`src/rtl/mobilenet_v1_pw_weight_fetch.sv`:
```
// Pointwise weight tile fetcher: a miss issues one read burst and packs BEATS beats into pw_weight, and a repeated tile is served from a one-entry tag.
// Latency is 2 cycles on a hit, or 1 + AR wait + BEATS + 1 on a miss; every handshake is valid/ready and the response holds until resp_ready.
module mobilenet_v1_pw_weight_fetch #(
  parameter int DATA_W    = 8,
  parameter int PW_OC_PAR = 16,
  parameter int PW_IC_PAR = 8,
  parameter int MEM_W     = 64,
  parameter int ADDR_W    = 32,
  parameter int DIM_W     = 16
) (
  input  logic                                          clk,
  input  logic                                          rst_n,
  input  logic                                          req_valid,
  output logic                                          req_ready,
  input  logic [ADDR_W-1:0]                             req_base_addr,
  input  logic [DIM_W-1:0]                              req_oc_group,
  input  logic [DIM_W-1:0]                              req_ic_group,
  input  logic [DIM_W-1:0]                              req_num_ic_groups,
  input  logic                                          invalidate,
  output logic                                          mem_ar_valid,
  input  logic                                          mem_ar_ready,
  output logic [ADDR_W-1:0]                             mem_ar_addr,
  output logic [DIM_W-1:0]                              mem_ar_len,
  input  logic                                          mem_r_valid,
  output logic                                          mem_r_ready,
  input  logic [MEM_W-1:0]                              mem_r_data,
  output logic                                          resp_valid,
  input  logic                                          resp_ready,
  output logic                                          resp_hit,
  output logic signed [PW_OC_PAR*PW_IC_PAR*DATA_W-1:0]  pw_weight,
  output logic                                          busy
);

  localparam int TILE_W     = PW_OC_PAR * PW_IC_PAR * DATA_W;
  localparam int BEATS      = TILE_W / MEM_W;
  localparam int TILE_BYTES = TILE_W / 8;
  localparam int BC_W       = (BEATS > 1) ? $clog2(BEATS) : 1;

  generate
    if (TILE_W % MEM_W != 0) begin : g_bad_cfg
      $error("TILE_W must be a multiple of MEM_W");
    end
  endgenerate

  typedef enum logic [1:0] {S_IDLE, S_ADDR, S_FILL, S_RESP} state_t;

  state_t              r_state;
  logic                r_tag_valid;
  logic [ADDR_W-1:0]   r_tag_base;
  logic [ADDR_W-1:0]   r_tag_idx;
  logic [ADDR_W-1:0]   r_cur_base;
  logic [ADDR_W-1:0]   r_cur_idx;
  logic [ADDR_W-1:0]   r_addr;
  logic [BC_W-1:0]     r_beat_cnt;
  logic                r_kill_pending;
  logic                r_hit;
  logic [TILE_W-1:0]   r_pw_weight;

  logic [ADDR_W-1:0]   w_tile_idx;
  logic [ADDR_W-1:0]   w_addr;
  logic                w_hit;
  logic                w_last_beat;

  assign w_tile_idx  = ADDR_W'(req_oc_group) * ADDR_W'(req_num_ic_groups) + ADDR_W'(req_ic_group);
  assign w_addr      = req_base_addr + w_tile_idx * ADDR_W'(TILE_BYTES);
  assign w_hit       = r_tag_valid && (r_tag_base == req_base_addr) && (r_tag_idx == w_tile_idx) && !invalidate;
  assign w_last_beat = (r_beat_cnt == BC_W'(BEATS - 1));

  assign req_ready    = (r_state == S_IDLE);
  assign mem_ar_valid = (r_state == S_ADDR);
  assign mem_ar_addr  = r_addr;
  assign mem_ar_len   = DIM_W'(BEATS);
  assign mem_r_ready  = (r_state == S_FILL);
  assign resp_valid   = (r_state == S_RESP);
  assign resp_hit     = r_hit;
  assign pw_weight    = r_pw_weight;
  assign busy         = (r_state != S_IDLE);

  always_ff @(posedge clk or negedge rst_n) begin
    if (!rst_n) begin
      r_state        <= S_IDLE;
      r_tag_valid    <= 1'b0;
      r_tag_base     <= '0;
      r_tag_idx      <= '0;
      r_cur_base     <= '0;
      r_cur_idx      <= '0;
      r_addr         <= '0;
      r_beat_cnt     <= '0;
      r_kill_pending <= 1'b0;
      r_hit          <= 1'b0;
      r_pw_weight    <= '0;
    end else begin
      if (invalidate) r_tag_valid <= 1'b0;
      case (r_state)
        S_IDLE: begin
          if (req_valid) begin
            r_cur_base <= req_base_addr;
            r_cur_idx  <= w_tile_idx;
            r_addr     <= w_addr;
            r_hit      <= w_hit;
            r_state    <= w_hit ? S_RESP : S_ADDR;
          end
        end
        S_ADDR: begin
          if (invalidate) r_kill_pending <= 1'b1;
          if (mem_ar_ready) begin
            r_beat_cnt <= '0;
            r_state    <= S_FILL;
          end
        end
        S_FILL: begin
          if (invalidate) r_kill_pending <= 1'b1;
          if (mem_r_valid) begin
            for (int b = 0; b < BEATS; b++) begin
              if (r_beat_cnt == BC_W'(b)) r_pw_weight[b*MEM_W +: MEM_W] <= mem_r_data;
            end
            r_beat_cnt <= r_beat_cnt + BC_W'(1);
            // An invalidate seen at any point of this fill keeps the new tag invalid.
            if (w_last_beat) begin
              r_tag_base     <= r_cur_base;
              r_tag_idx      <= r_cur_idx;
              r_tag_valid    <= !r_kill_pending && !invalidate;
              r_kill_pending <= 1'b0;
              r_hit          <= 1'b0;
              r_state        <= S_RESP;
            end
          end
        end
        S_RESP: begin
          if (resp_ready) r_state <= S_IDLE;
        end
        default: r_state <= S_IDLE;
      endcase
    end
  end

endmodule

```
`config.mk`:
```
export PLATFORM = sky130hd
export DESIGN_NAME = mobilenet_v1_pw_weight_fetch
export DESIGN_NICKNAME = d
export VERILOG_FILES = /design/src/rtl/mobilenet_v1_pw_weight_fetch.sv
export SDC_FILE = /design/constraint.sdc
export NUM_CORES = 2
export LEC_CHECK = 0
export ABC_AREA = 1
export CAP_MARGIN = 20
export CELL_PAD_IN_SITES_DETAIL_PLACEMENT = 0
export CELL_PAD_IN_SITES_GLOBAL_PLACEMENT = 1
export CORE_AREA = 2 2 483 485
export CTS_CLUSTER_SIZE = 12
export DETAILED_ROUTE_END_ITERATION = 12
export DIE_AREA = 0 0 485 487
export PLACE_DENSITY = 0.55
export SYNTH_ARGS = -nofsm -noshare
export SYNTH_HDL_FRONTEND = slang
export SYNTH_SLANG_ARGS = --single-unit
```
`constraint.sdc`:
```
create_clock -name clk -period 2 [get_ports clk]
set_input_delay 0.4 -clock clk [delete_from_list [all_inputs] [get_ports clk]]
set_output_delay 0.4 -clock clk [all_outputs]
set_load 0.02 [all_outputs]
```
==> flow_summary_export.csv <==
group,metric,value,unit
timing,setup_violations,1065,
timing,timing.fmax,172,MHz
status,violations,"negative setup slack",
logic_synthesis,ys_seq_elements,1186,
layout,nets,8202,
floorplanning,row_count,177,
route,vias,47961,
logic_synthesis,synthCells,6044,
timing,finalMaxSlewViolations,0,
logic_synthesis,yosysWarnings,0,
worst_setup_path,critPathKind,"in2reg",
clocking,htreeDepth,4,
grt,overflow,0,
layout,fill_cells,23290,
worst_setup_path,cp_top_family,"adder cells",
place,placedCellCount,10480,
timing,hold_viol,0,
timing,period_share,291,%
timing,relSlewSlack,61.0,%
timing,setup_tns,-347110,ps
clocking,cts_root_buf,"clkbuf_16",
floorplanning,die-height,487,um
place,io_buffers,1212,
clocking,cts_sinks,1186,
grt,grt_start_max_net_pins,101,
timing,postLayoutSetupSlackWorst,-3810,ps
hold_path,hp-class,"in2async",
worst_setup_path,timing.critical_path.buf_inv,8,
timing,min_period,5810,ps
floorplanning,die_area,236000,sq um
worst_setup_path,path_common_cell,"inv_2",
logic_synthesis,synth_area,54700,sq um
route,routedWlPerCell,24.8,um
clocking,clock_latency,800,ps
layout,final_cell_mix,"nand2_1, dfrtp_1, o21ai_0, clkdlybuf4s50_1, inv_1",
worst_setup_path,critPathRequiredTime,2730,ps
worst_setup_path,critPathArrivalTime,6540,ps
route,drc_errors,0,
timing,worstMarginPinSlew,584,ps
run,drv_cap,0,
place,dpl.hpwl,201,mm
layout,finish.utilization,36.5,%
clocking,cts_tree,"yes",
timing,finClkSkew,67.2,ps
floorplanning,num_io_pins,1229,
worst_setup_path,cp-start-kind,"input pin",
route,drtIter0Drc,3564,
worst_setup_path,cp-end-kind,"register",
timing,rsz0062_at_grt,"true",
route,wirelength,270,mm
layout,layout_commonest_cell,"nand2_1",
grt,track_usage,22.5,%
grt,antenna_found_initial,56,
grt,grt_pass1_wl,380,mm
clocking,numCtsBuffers,143,
place,gp_congestion,0.863,
route,detail_route.first_pass.iterations,5,
floorplanning,start_util,23.6,%
clocking,clkTransAtPathRegs,70,ps
worst_setup_path,slowest_stage,"fa_1",
logic_synthesis,avgSynthCellArea,9.05,sq um
layout,stdcell_area,84600,sq um
worst_setup_path,crit_path_max_incr_delay,590,ps
logic_synthesis,ys_types,42,
floorplanning,die_w,485,um
layout,final_cells,10870,
route,viasPerCell,4.41,
layout,areaGrowthSynthToFinish,54.5,%
route,ant_nets,0,
logic_synthesis,ys_seq_area_share,54.2,%
clocking,clk_path_buf_depth,3,
worst_setup_path,path_max_fanout,4,
status,status,"complete, but fails checks",
grt,grt_pass1_vias,48045,
place,place_area,75900,sq um
layout,drive_gt1_share,20.7,%
floorplanning,design.core.area,231000,sq um
synth_stat cells (all sizes together):
cell	number	area, sq um
a21o	1	7.51
nand4	13	81.3
fa	211	4220
xor3	2	47.6
nand3	78	410
nor4	5	31.3
o21ai	1173	5870
inv	703	2640
nand2b	2	12.5
nor2	121	459
xnor2	12	105
nand3b	6	48.8
o22ai	4	25.0
or2	5	31.3
a31oi	20	125
ha	138	1730
xor2	12	105
o21bai	5	37.5
buf	28	195
a31o	2	17.5
and3	1	6.26
nor3	7	40.0
and2	5	31.3
conb	2	7.51
a211oi	1	7.51
a21oi	48	248
clkbuf	381	1430
a21boi	2	15.0
o211ai	3	22.5
dfrtp	1186	29700
nand2	1867	7040
layer usage:
| layer | share of wire [%] | routed length [um] | global-route usage [%] |
|---|---|---|---|
| met1 | 42 | 114000 | 29.3 |
| met4 | 3.8 | 10200 | 7.07 |
| met2 | 47 | 126000 | 36.5 |
| met3 | 7.4 | 19900 | 5.65 |
| met5 | 0.034 | 91 | 0 |
state kept, by name, indices dropped and copies added, names as in the netlist:
| name | flops |
|---|---|
| mem_ar_addr | 25 |
| pw_weight | 1024 |
| r_beat_cnt | 4 |
| r_cur_base | 32 |
| r_cur_idx | 32 |
| r_kill_pending | 1 |
| r_state | 2 |
| r_tag_base | 32 |
| r_tag_idx | 32 |
| r_tag_valid | 1 |
| resp_hit | 1 |
worst paths after layout:
| check | slack, ps | start | end | cells past startpoint |
|---|---|---|---|---|
| worst max register to register | -370 | r_tag_base[4]$_DFFE_PN0P_ | resp_hit$_DFFE_PN0P_ | 17 |
| worst min-delay path | 110 | rst_n | r_cur_idx[12]$_DFFE_PN0P_ | 2 |
| max in group asynchronous | 870 | rst_n | pw_weight[923]$_DFFE_PN0P_ | 3 |
| min in group clk | 250 | req_base_addr[3] | r_cur_base[3]$_DFFE_PN0P_ | 3 |
| worst min register to register | 480 | r_cur_idx[21]$_DFFE_PN0P_ | r_cur_idx[21]$_DFFE_PN0P_ | 2 |
| worst max-delay path | -3810 | req_num_ic_groups[6] | mem_ar_addr[29]$_DFFE_PN0P_ | 30 |
final cells by class:
type / instances / area (sq um) / share of cell area (%)
sequential: 1186 / 29700 / 35.1
timing repair buffer: 1908 / 19600 / 23.1
tap: 3043 / 3810 / 4.50
clock inverter: 46 / 746 / 0.882
clock buffer: 207 / 4130 / 4.88
multi-input combinational: 3760 / 23900 / 28.3
antenna: 17 / 42.5 / 0.0503
inverter: 703 / 2670 / 3.16
what timing repair did:
item                                    in CTS  in global routing
buffers inserted                            91                 51
hold endpoints to repair                   692                  0
endpoints found under the setup margin    1153               1567
hold buffers                                 1                  0
gates resized for setup                    673                434
cloned                                       8                  0
pin swaps                                  212                222
cell families (layout without fill, tap and decap cells):
kind of cell	Yosys count	count (layout)	synth area share (%)
AOI/OAI and AO/OA	1259	1259	11.7
DFF	1186	1186	54.2
and+or+nand+nor	2110	2110	15.0
adders and majority gates	349	349	10.9
xor gates and xnor gates	26	26	0.471
other	2	33	0.0137
buffers and inverters	1112	2864	7.79
stage by stage:
step,hold slack [ps],worst slack [ps]
final,108,-3810
after global routing,68.8,-3980
after CTS,32.4,-3810
after detailed placement,319,-5240
after global placement,327,-5240
after floorplan,104,-4200
Power is left out: the tool's default activity adds up to more than one toggle a clock period on the data nets, which glitch-free logic cannot reach.
